<file path="src/rtl/wb_gpio_pkg.sv">
// Shared constants for the Wishbone GPIO bank: register offsets, reset values,
// pin limit and byte-lane helpers.
package wb_gpio_pkg;

    localparam int unsigned MAX_PINS = 64;
    localparam int unsigned DW       = 32;
    localparam int unsigned SW       = DW / 8;

    localparam logic [7:0] OFF_OUT_LO  = 8'h00;
    localparam logic [7:0] OFF_OUT_HI  = 8'h04;
    localparam logic [7:0] OFF_OEB_LO  = 8'h08;
    localparam logic [7:0] OFF_OEB_HI  = 8'h0C;
    localparam logic [7:0] OFF_IN_LO   = 8'h10;
    localparam logic [7:0] OFF_IN_HI   = 8'h14;
    localparam logic [7:0] OFF_EDGE_LO = 8'h18;
    localparam logic [7:0] OFF_EDGE_HI = 8'h1C;

    localparam logic [MAX_PINS-1:0] OUT_RST = '0;
    localparam logic [MAX_PINS-1:0] OEB_RST = '1;

    // Replace only the byte lanes whose select bit is set.
    function automatic logic [DW-1:0] lane_merge(input logic [DW-1:0] old_v,
                                                 input logic [DW-1:0] new_v,
                                                 input logic [SW-1:0] sel);
        logic [DW-1:0] res;
        for (int b = 0; b < int'(SW); b++) begin
            res[8*b +: 8] = sel[b] ? new_v[8*b +: 8] : old_v[8*b +: 8];
        end
        return res;
    endfunction

    function automatic logic [DW-1:0] lane_mask(input logic [SW-1:0] sel);
        logic [DW-1:0] res;
        for (int b = 0; b < int'(SW); b++) begin
            res[8*b +: 8] = {8{sel[b]}};
        end
        return res;
    endfunction

endpackage

</file>
<file path="src/rtl/wb_gpio_bank_if.sv">
// Wishbone classic slave bus bundle for the GPIO bank.
interface wb_gpio_bank_if;
    import wb_gpio_pkg::*;

    logic          wbs_stb_i;
    logic          wbs_cyc_i;
    logic          wbs_we_i;
    logic [SW-1:0] wbs_sel_i;
    logic [DW-1:0] wbs_dat_i;
    logic [DW-1:0] wbs_adr_i;
    logic          wbs_ack_o;
    logic [DW-1:0] wbs_dat_o;

    modport master (
        output wbs_stb_i, wbs_cyc_i, wbs_we_i, wbs_sel_i, wbs_dat_i, wbs_adr_i,
        input  wbs_ack_o, wbs_dat_o
    );

    modport slave (
        input  wbs_stb_i, wbs_cyc_i, wbs_we_i, wbs_sel_i, wbs_dat_i, wbs_adr_i,
        output wbs_ack_o, wbs_dat_o
    );

endinterface

</file>
<file path="src/rtl/gpio_sync.sv">
// Two-flop pad synchronizer with optional rising-edge pulse of the synchronized value.
module gpio_sync #(
    parameter int unsigned W       = 1,
    parameter bit          RISE_EN = 1'b1
) (
    input  logic         clk,
    input  logic         rst,
    input  logic [W-1:0] i_d,
    output logic [W-1:0] o_q,
    output logic [W-1:0] o_rise_c
);

    logic [W-1:0] r_meta;
    logic [W-1:0] r_sync;

    always_ff @(posedge clk or posedge rst) begin
        if (rst) begin
            r_meta <= '0;
            r_sync <= '0;
        end else begin
            r_meta <= i_d;
            r_sync <= r_meta;
        end
    end

    assign o_q = r_sync;

    generate
        if (RISE_EN) begin : g_rise
            logic [W-1:0] r_prev;

            always_ff @(posedge clk or posedge rst) begin
                if (rst) begin
                    r_prev <= '0;
                end else begin
                    r_prev <= r_sync;
                end
            end

            assign o_rise_c = r_sync & ~r_prev;
        end else begin : g_no_rise
            assign o_rise_c = '0;
        end
    endgenerate

endmodule

</file>
<file path="src/rtl/wb_gpio_bank.sv">
// Wishbone GPIO bank: OUT/OEB/IN registers and pad synchronizer.
// Define GPIO_EDGE_EN to build the EDGE capture registers and the edge interrupt.
module wb_gpio_bank
    import wb_gpio_pkg::*;
#(
    parameter int unsigned NPINS     = 38,
    parameter logic [31:0] BASE_ADDR = 32'h3000_0000
) (
    input  logic             wb_clk_i,
    input  logic             wb_rst_i,
    wb_gpio_bank_if.slave    wbs,
    input  logic [NPINS-1:0] io_in,
    output logic [NPINS-1:0] io_out,
    output logic [NPINS-1:0] io_oeb,
    input  logic             active,
    output logic             irq
);

`ifdef GPIO_EDGE_EN
    localparam bit RISE_EN = 1'b1;
`else
    localparam bit RISE_EN = 1'b0;
`endif

    logic [7:0]          w_off;
    logic                w_hit;
    logic                w_accept;
    logic                w_wr;
    logic [DW-1:0]       w_rdata;
    logic [NPINS-1:0]    w_in;
    logic [NPINS-1:0]    w_rise;
    logic [NPINS-1:0]    w_edge;
    logic [NPINS-1:0]    w_edge_nxt;
    logic [NPINS-1:0]    w_out_nxt;
    logic [NPINS-1:0]    w_oeb_nxt;
    logic [MAX_PINS-1:0] w_out64;
    logic [MAX_PINS-1:0] w_oeb64;
    logic [MAX_PINS-1:0] w_in64;
    logic [MAX_PINS-1:0] w_edge64;

    logic [NPINS-1:0]    r_out;
    logic [NPINS-1:0]    r_oeb;
    logic [NPINS-1:0]    r_io_out;
    logic [NPINS-1:0]    r_io_oeb;
    logic                r_ack;
    logic [DW-1:0]       r_dat;
    logic                r_irq;
    logic                r_rst_hold;

    gpio_sync #(
        .W       (NPINS),
        .RISE_EN (RISE_EN)
    ) u_sync (
        .clk      (wb_clk_i),
        .rst      (wb_rst_i),
        .i_d      (io_in),
        .o_q      (w_in),
        .o_rise_c (w_rise)
    );

    // A strobe held across reset must drop once before a new transfer is taken.
    assign w_off    = wbs.wbs_adr_i[7:0];
    assign w_hit    = (wbs.wbs_adr_i[31:8] == BASE_ADDR[31:8]);
    assign w_accept = wbs.wbs_stb_i & wbs.wbs_cyc_i & active & w_hit & ~r_ack & ~r_rst_hold;
    assign w_wr     = w_accept & wbs.wbs_we_i;

    assign w_out64  = MAX_PINS'(r_out);
    assign w_oeb64  = MAX_PINS'(r_oeb);
    assign w_in64   = MAX_PINS'(w_in);
    assign w_edge64 = MAX_PINS'(w_edge);

    always_comb begin
        w_rdata = '0;
        case (w_off)
            OFF_OUT_LO:  w_rdata = w_out64[31:0];
            OFF_OUT_HI:  w_rdata = w_out64[63:32];
            OFF_OEB_LO:  w_rdata = w_oeb64[31:0];
            OFF_OEB_HI:  w_rdata = w_oeb64[63:32];
            OFF_IN_LO:   w_rdata = w_in64[31:0];
            OFF_IN_HI:   w_rdata = w_in64[63:32];
            OFF_EDGE_LO: w_rdata = w_edge64[31:0];
            OFF_EDGE_HI: w_rdata = w_edge64[63:32];
            default:     w_rdata = '0;
        endcase
    end

    // Byte-lane writes; truncation to NPINS drops bits of absent pins.
    always_comb begin
        w_out_nxt = r_out;
        w_oeb_nxt = r_oeb;
        if (w_wr) begin
            case (w_off)
                OFF_OUT_LO: w_out_nxt = NPINS'({w_out64[63:32],
                              lane_merge(w_out64[31:0], wbs.wbs_dat_i, wbs.wbs_sel_i)});
                OFF_OUT_HI: w_out_nxt = NPINS'({lane_merge(w_out64[63:32], wbs.wbs_dat_i,
                              wbs.wbs_sel_i), w_out64[31:0]});
                OFF_OEB_LO: w_oeb_nxt = NPINS'({w_oeb64[63:32],
                              lane_merge(w_oeb64[31:0], wbs.wbs_dat_i, wbs.wbs_sel_i)});
                OFF_OEB_HI: w_oeb_nxt = NPINS'({lane_merge(w_oeb64[63:32], wbs.wbs_dat_i,
                              wbs.wbs_sel_i), w_oeb64[31:0]});
                default: ;
            endcase
        end
    end

`ifdef GPIO_EDGE_EN
    logic [NPINS-1:0] r_edge;
    logic [NPINS-1:0] w_clr;

    // W1C clear, but a rise in the same cycle keeps the bit set.
    always_comb begin
        w_clr = '0;
        if (w_wr) begin
            case (w_off)
                OFF_EDGE_LO: w_clr = NPINS'({32'h0, lane_mask(wbs.wbs_sel_i) & wbs.wbs_dat_i});
                OFF_EDGE_HI: w_clr = NPINS'({lane_mask(wbs.wbs_sel_i) & wbs.wbs_dat_i, 32'h0});
                default: ;
            endcase
        end
        w_edge_nxt = (r_edge & ~w_clr) | w_rise;
    end

    always_ff @(posedge wb_clk_i or posedge wb_rst_i) begin
        if (wb_rst_i) begin
            r_edge <= '0;
        end else begin
            r_edge <= w_edge_nxt;
        end
    end

    assign w_edge = r_edge;
`else
    logic w_unused_rise;

    assign w_unused_rise = ^w_rise;
    assign w_edge        = '0;
    assign w_edge_nxt    = '0;
`endif

    always_ff @(posedge wb_clk_i or posedge wb_rst_i) begin
        if (wb_rst_i) begin
            r_out      <= NPINS'(OUT_RST);
            r_oeb      <= NPINS'(OEB_RST);
            r_io_out   <= NPINS'(OUT_RST);
            r_io_oeb   <= NPINS'(OEB_RST);
            r_ack      <= 1'b0;
            r_dat      <= '0;
            r_irq      <= 1'b0;
            r_rst_hold <= 1'b1;
        end else begin
            r_out      <= w_out_nxt;
            r_oeb      <= w_oeb_nxt;
            r_io_out   <= active ? r_out : '0;
            r_io_oeb   <= active ? r_oeb : '1;
            r_ack      <= w_accept;
            r_dat      <= (w_accept && !wbs.wbs_we_i) ? w_rdata : '0;
            r_irq      <= active & (|w_edge_nxt);
            r_rst_hold <= r_rst_hold & wbs.wbs_stb_i;
        end
    end

    assign wbs.wbs_ack_o = r_ack;
    assign wbs.wbs_dat_o = r_dat;
    assign io_out        = r_io_out;
    assign io_oeb        = r_io_oeb;
    assign irq           = r_irq;

endmodule

</file>
<file path="src/flat_wrapper.sv">
// flat-port wrapper written by rule: the top's interface ports become plain ports
module wb_gpio_bank_flat import wb_gpio_pkg::*;
#(
    parameter int unsigned NPINS     = 38,
    parameter logic [31:0] BASE_ADDR = 32'h3000_0000
)
  (wb_clk_i, wb_rst_i, io_in, io_out, io_oeb, active, irq, wbs_wbs_stb_i, wbs_wbs_cyc_i, wbs_wbs_we_i, wbs_wbs_sel_i, wbs_wbs_dat_i, wbs_wbs_adr_i, wbs_wbs_ack_o, wbs_wbs_dat_o);
  wb_gpio_bank_if wbs_i ();
  input  logic wb_clk_i;
  input  logic wb_rst_i;
  input  logic [NPINS-1:0] io_in;
  output logic [NPINS-1:0] io_out;
  output logic [NPINS-1:0] io_oeb;
  input  logic active;
  output logic irq;
  input wire logic [$bits(wbs_i.wbs_stb_i)-1:0] wbs_wbs_stb_i;
  input wire logic [$bits(wbs_i.wbs_cyc_i)-1:0] wbs_wbs_cyc_i;
  input wire logic [$bits(wbs_i.wbs_we_i)-1:0] wbs_wbs_we_i;
  input wire logic [$bits(wbs_i.wbs_sel_i)-1:0] wbs_wbs_sel_i;
  input wire logic [$bits(wbs_i.wbs_dat_i)-1:0] wbs_wbs_dat_i;
  input wire logic [$bits(wbs_i.wbs_adr_i)-1:0] wbs_wbs_adr_i;
  output wire logic [$bits(wbs_i.wbs_ack_o)-1:0] wbs_wbs_ack_o;
  output wire logic [$bits(wbs_i.wbs_dat_o)-1:0] wbs_wbs_dat_o;
  assign wbs_i.wbs_stb_i = wbs_wbs_stb_i;
  assign wbs_i.wbs_cyc_i = wbs_wbs_cyc_i;
  assign wbs_i.wbs_we_i = wbs_wbs_we_i;
  assign wbs_i.wbs_sel_i = wbs_wbs_sel_i;
  assign wbs_i.wbs_dat_i = wbs_wbs_dat_i;
  assign wbs_i.wbs_adr_i = wbs_wbs_adr_i;
  assign wbs_wbs_ack_o = wbs_i.wbs_ack_o;
  assign wbs_wbs_dat_o = wbs_i.wbs_dat_o;
  wb_gpio_bank #(.NPINS(NPINS), .BASE_ADDR(BASE_ADDR)) u_core (.wb_clk_i(wb_clk_i), .wb_rst_i(wb_rst_i), .wbs(wbs_i), .io_in(io_in), .io_out(io_out), .io_oeb(io_oeb), .active(active), .irq(irq));
endmodule
</file>
<file path="config.mk">
export PLATFORM = sky130hd
export DESIGN_NAME = wb_gpio_bank_flat
export DESIGN_NICKNAME = d
export VERILOG_FILES = /design/src/rtl/wb_gpio_pkg.sv /design/src/rtl/wb_gpio_bank_if.sv /design/src/rtl/gpio_sync.sv /design/src/rtl/wb_gpio_bank.sv /design/src/flat_wrapper.sv
export SDC_FILE = /design/constraint.sdc
export NUM_CORES = 1
export LEC_CHECK = 0
export BUFFER_PORTS_ARGS = -buffer_cell sky130_fd_sc_hd__buf_2
export CAP_MARGIN = 40
export CORE_UTILIZATION = 30
export DETAILED_ROUTE_END_ITERATION = 10
export REMOVE_ABC_BUFFERS = 1
export SYNTH_ARGS = -nofsm -noshare
export SYNTH_HDL_FRONTEND = slang
export SYNTH_SLANG_ARGS = --single-unit
</file>
<file path="constraint.sdc">
create_clock -name wb_clk_i -period 12 [get_ports wb_clk_i]
set_input_delay 1.8 -clock wb_clk_i [delete_from_list [all_inputs] [get_ports wb_clk_i]]
set_output_delay 1.8 -clock wb_clk_i [all_outputs]
set_load 0.01 [all_outputs]
</file>
After elaboration in Yosys (flattened, before gate mapping)
Index checks and enable logic that the tools add are counted.
Word-level totals
  register bits: 262
  bits of input ports: 112
  logic and storage cells: 60
Operators by class
  equal/unequal tests: 6
  mux-type cells: 11
  bitwise logic cells: 13
  reductions and logical operators: 13
Operators with widths (number)
  $pmux 32 s6: 1
  $pmux 38 s2: 2
  $mux 38: 2
  $reduce_and 4->1: 10
  $mux 32: 1
  $mux 8: 4
  $eq 24x22->1 const B: 1
  $eq 8x4->1 const B: 2
  $eq 8x5->1 const B: 2
  $eq 8x3->1 const B: 1
  $logic_not 8->1: 1
  $and 1x1->1: 7
  $mux 6: 1
  $not 1->1: 6
  $logic_and 1x1->1: 1
  $logic_not 1->1: 1

Logic depth before layout (Yosys ltp)
  word-level depth: 7
  gate-level depth with buffers: 7
  depth with buffers taken out: 4

By module
A second synthesis with hierarchy kept.
Unflattened totals
  cells, all modules: 802
  area total of the unflattened synthesis: 10116.0 µm²
By module, submodules not included
  wb_gpio_bank: times used 1, cells an instance 686, area an instance 7921.3 µm², sequential area each 4750.8 µm²
  gpio_sync: times used 1, cells an instance 116, area an instance 2194.6 µm², sequential area each 1901.8 µm²

Worst setup path before layout
OpenSTA, ideal clock, no wires.
  path kind: input -> register
  start point: in wbs_wbs_adr_i[23]
  end point: reg u_core.r_out[32]
  setup time: 125 ps
  arrival: 3255 ps
  data required time: 11875 ps
  setup slack: 8621 ps
  cell stages on the path: 5
  path buffers: 1
  cells stage by stage: nor4_1 nand4_1 buf_2 nor4_4 mux2_2
On the way
  word-level cells in the longest chain between the ends: 6
RTL lines
  start, declared: RTL line flat_wrapper.sv:21  | input wire logic [$bits(wbs_i.wbs_adr_i)-1:0] wbs_wbs_adr_i;
  $eq 24x22->1: RTL line wb_gpio_bank.sv:63  | assign w_hit = (wbs.wbs_adr_i[31:8] == BASE_ADDR[31:8]);
  $and 1x1->1 (3 in series): RTL line wb_gpio_bank.sv:64  | assign w_accept = wbs.wbs_stb_i & wbs.wbs_cyc_i & active & w_hit & ~r_ack & ~r_rst_hold;
  $and 1x1->1: RTL line wb_gpio_bank.sv:65  | assign w_wr = w_accept & wbs.wbs_we_i;
  $reduce_and 4->1 (no source line)
  end signal, assigned: RTL line wb_gpio_bank.sv:142  | r_out <= NPINS'(OUT_RST);
  end signal, assigned: RTL line wb_gpio_bank.sv:151  | r_out <= w_out_nxt;
  end, declared: RTL line wb_gpio_bank.sv:41  | logic [NPINS-1:0] r_out;
No other way between the ends.
A chain may end at the register's enable or synchronous reset.

Final worst setup path
  start point: in active
  end point: reg u_core.r_dat[13], in the netlist u_core.wbs.wbs_dat_o[13]
On the way
  word-level cells in the longest chain between the ends: 6
RTL lines
  start, declared: RTL line flat_wrapper.sv:14  | input logic active;
  $and 1x1->1 (4 in series): RTL line wb_gpio_bank.sv:64
  $logic_and 1x1->1: RTL line wb_gpio_bank.sv:156  | r_dat <= (w_accept && !wbs.wbs_we_i) ? w_rdata : '0;
  $mux 32: RTL line wb_gpio_bank.sv:156
  end signal, assigned: RTL line wb_gpio_bank.sv:156
  end, declared: RTL line wb_gpio_bank.sv:46  | logic [DW-1:0] r_dat;
No other way between the ends.

==> impl_metrics.env <==
export IMPL_cts_sinks=262
export IMPL_drv_slew=0
export IMPL_slew_limit_headroom=0.425
export IMPL_ys_flop_type="dfrtp_1"
export IMPL_synth_edf_count=0
export IMPL_numCtsBuffers=30
export IMPL_ys_seq_area_frac=0.682
export IMPL_run_status="complete, no violations"
export IMPL_root_buffer="clkbuf_16"
export IMPL_maxCapViolations=0
export IMPL_io_buffers=220
export IMPL_grt_max_degree=120
export IMPL_cp_slowest_cell="or4_1"
export IMPL_crit_path_max_incr_delay_ps=980
export IMPL_rr_endpoint="u_core.wbs.wbs_dat_o[13]$_DFF_PP0_"
export IMPL_fin_crit_ps=4170
export IMPL_synth_most_common_cell="dfrtp_1"
export IMPL_ir_worst_vdd_uv=102
export IMPL_fin_nets=1107
export IMPL_grt_pass1_wl_um=39100
export IMPL_place_gp_congestion=0.736
export IMPL_synthTopCellsByArea="dfrtp_1 (47%), dfstp_2 (21%), mux2i_1 (7.0%)"
export IMPL_cp_cell_sequence="buf_2, buf_4, and4b_1, nand4_4, or4_1, buf_16, nor2_1"
export IMPL_hold_viol_final=0
export IMPL_setup_tns_ps=0
export IMPL_cts_resized=0
export IMPL_drtAntennaViolNets=0
export IMPL_post_route_drc_count=0
export IMPL_drive_gt1_frac=0.390
export IMPL_ys_types=41
export IMPL_crit_path_start_kind="primary input"
export IMPL_grt_pass1_vias=6699
export IMPL_synth_seq_cells=262
export IMPL_rows=65
export IMPL_yosysTopAreaCellShare=0.474
export IMPL_synth_largest_area_cell="dfrtp_1"
export IMPL_clock_path_buffers=3
export IMPL_die_x_um=182
export IMPL_syn_area_per_cell_um2=12.8
export IMPL_critPathCaptureType="flip-flop"
export IMPL_async_flop_share=1.00
export IMPL_clk_latency_ps=550
export IMPL_grtUsageTotal=0.155
export IMPL_setup_viol=0
export IMPL_power_density_nw_per_um2=154
export IMPL_clk_pin_slew_ps=60
export IMPL_synthTopCellsByCount="dfrtp_1 (185), nand2_1 (125), dfstp_2 (77)"
export IMPL_rsz0062_at_grt="no"
export IMPL_pin_count=222
export IMPL_cts_hold_buf=0
export IMPL_post_cts_buffers=0
export IMPL_routed_wl_um=25800
export IMPL_reg2reg_slack_ps=9650
export IMPL_tightest_slew_ps=856
export IMPL_worst_r2r_startpoint="u_core.wbs.wbs_ack_o$_DFF_PP0_"
export IMPL_crit_required_ps=12460
export IMPL_synth_area_um2=9760
export IMPL_tritoncts="built"
export IMPL_cts_htree_levels=1
export IMPL_reg2regPathDepth=5
export IMPL_antenna_found_initial=4
export IMPL_vias=6327
export IMPL_drtIter0Drc=265
export IMPL_yosysWarnings=0
export IMPL_core_area_um2=31800
export IMPL_arrival_ps=4630
export IMPL_post_dp_hpwl_um=16700
export IMPL_hold_depth=0
export IMPL_fmax_ghz=0.240
export IMPL_start_util=0.307
export IMPL_min_period_over_period=0.347
export IMPL_syn_to_final_growth_pct=28.1
export IMPL_fin_total_pwr_uw=1930
export IMPL_netlist_instances=760
export IMPL_p_leak_uw=0.00603
export IMPL_critPathKind="primary input to flip-flop"
export IMPL_hold_end="u_core.u_sync.o_q[29]$_DFF_PP0_"
export IMPL_wire_per_inst_um=17.7
export IMPL_worst_path_max_fanout=77
export IMPL_via_per_inst=4.35
export IMPL_first_pass_iters=5
export IMPL_hold_class="flip-flop to flip-flop"
export IMPL_die_height_um=182
export IMPL_fin_skew_ps=12.9
export IMPL_dieArea_um2=33300
export IMPL_holdCritStartpoint="u_core.u_sync.r_meta[29]$_DFF_PP0_"
export IMPL_gr_total_overflow=0
[kinds of logic (layout without fill, tap and decap cells)]
family / count (synthesis) / count (layout) / synth area share
buf+inv: 105 / 364 / 0.0421
other cells: 1 / 3 / 0.000384
simple gates: 241 / 241 / 0.137
flops: 262 / 262 / 0.682
mux: 89 / 89 / 0.0963
compound gates: 62 / 62 / 0.0423
[how the worst max path moves through the flow]
stage / start / endpoint / slack (ps) / depth (start not counted)
finish: active / u_core.wbs.wbs_dat_o[13]$_DFF_PP0_ / 7830 / 7
CTS: active / u_core.wbs.wbs_dat_o[13]$_DFF_PP0_ / 7800 / 7
global route: active / u_core.wbs.wbs_dat_o[31]$_DFF_PP0_ / 7630 / 7
floorplan: wb_rst_i / u_core.io_out[0]$_DFF_PP0_ / 3120 / 1
global placement: active / u_core.wbs.wbs_dat_o[15]$_DFF_PP0_ / 7240 / 6
detailed placement: active / u_core.wbs.wbs_dat_o[13]$_DFF_PP0_ / 7230 / 7
[registers in the layout (all words and copies together), names as in the netlist]
register              cells
u_core.io_oeb            38
u_core.r_out             38
u_core.io_out            38
u_core.wbs.wbs_dat_o     32
u_core.r_oeb             38
u_core.u_sync.o_q        38
u_core.wbs.wbs_ack_o      1
u_core.u_sync.r_meta     38
u_core.r_rst_hold         1
[per-stage QoR]
stage                     hold slack (ps)  cells  worst slack, ps   util  area (um^2)
after floorplan                       331    725             3120      -         9610
after global placement                334   1389             7240  0.357        11300
after detailed placement              335   1398             7230  0.361        11500
after CTS                             348   1454             7800  0.393        12500
after global routing                  353   1455             7630  0.393        12500
final                                 344   1456             7830  0.393        12500
[power breakdown]
part	leakage (uW)	switching (uW)	total, uW	internal, uW
sequential	0.00298	5.46	911	905
combinational	0.00256	59.5	93.9	34.4
clock	0.000501	365	921	556
[worst max-delay path, delay by kind of cell]
kind / cells / cell delay [ps]
and+or+nand+nor: 4 / 1820
buffers and inverters: 3 / 970
[layer usage]
| metal | track usage | vias up | share of wire |
|---|---|---|---|
| met5 | 0 | - | 0.00047 |
| met4 | 0.0437 | 2 | 0.025 |
| met3 | 0.0275 | 39 | 0.052 |
| met2 | 0.258 | 190 | 0.47 |
| met1 | 0.208 | 3142 | 0.45 |
| li1 | - | 2954 | - |
[layout by cell type, fill, tap and decap left out, types with 3 or more instances in the layout]
cell / count
dfrtp_1: 185
o2bb2ai_1: 3
nand4_1: 3
buf_4: 9
buf_6: 6
mux2_1: 6
clkbuf_8: 3
a22oi_1: 27
nor4_1: 5
bufinv_16: 3
clkbuf_16: 31
nor2_1: 33
clkinv_2: 9
buf_16: 3
nand2_1: 125
inv_1: 69
nor4_4: 13
nand2b_1: 7
mux2_2: 13
buf_2: 220
mux2i_1: 68
and2_1: 40
a222oi_1: 3
clkbuf_1: 6
dfstp_2: 77
o21ai_0: 26
[area by class of cell]
| class | count | area, um^2 |
|---|---|---|
| fill | 3114 | 19300 |
| sequential | 262 | 6650 |
| multi-input combinational | 393 | 2710 |
| timing repair buffer | 238 | 1320 |
| clock buffer | 40 | 840 |
| tap | 435 | 544 |
| inverter | 70 | 270 |
| clock inverter | 16 | 169 |
| antenna | 2 | 5.00 |
Power figures use the tool's default switching activity.
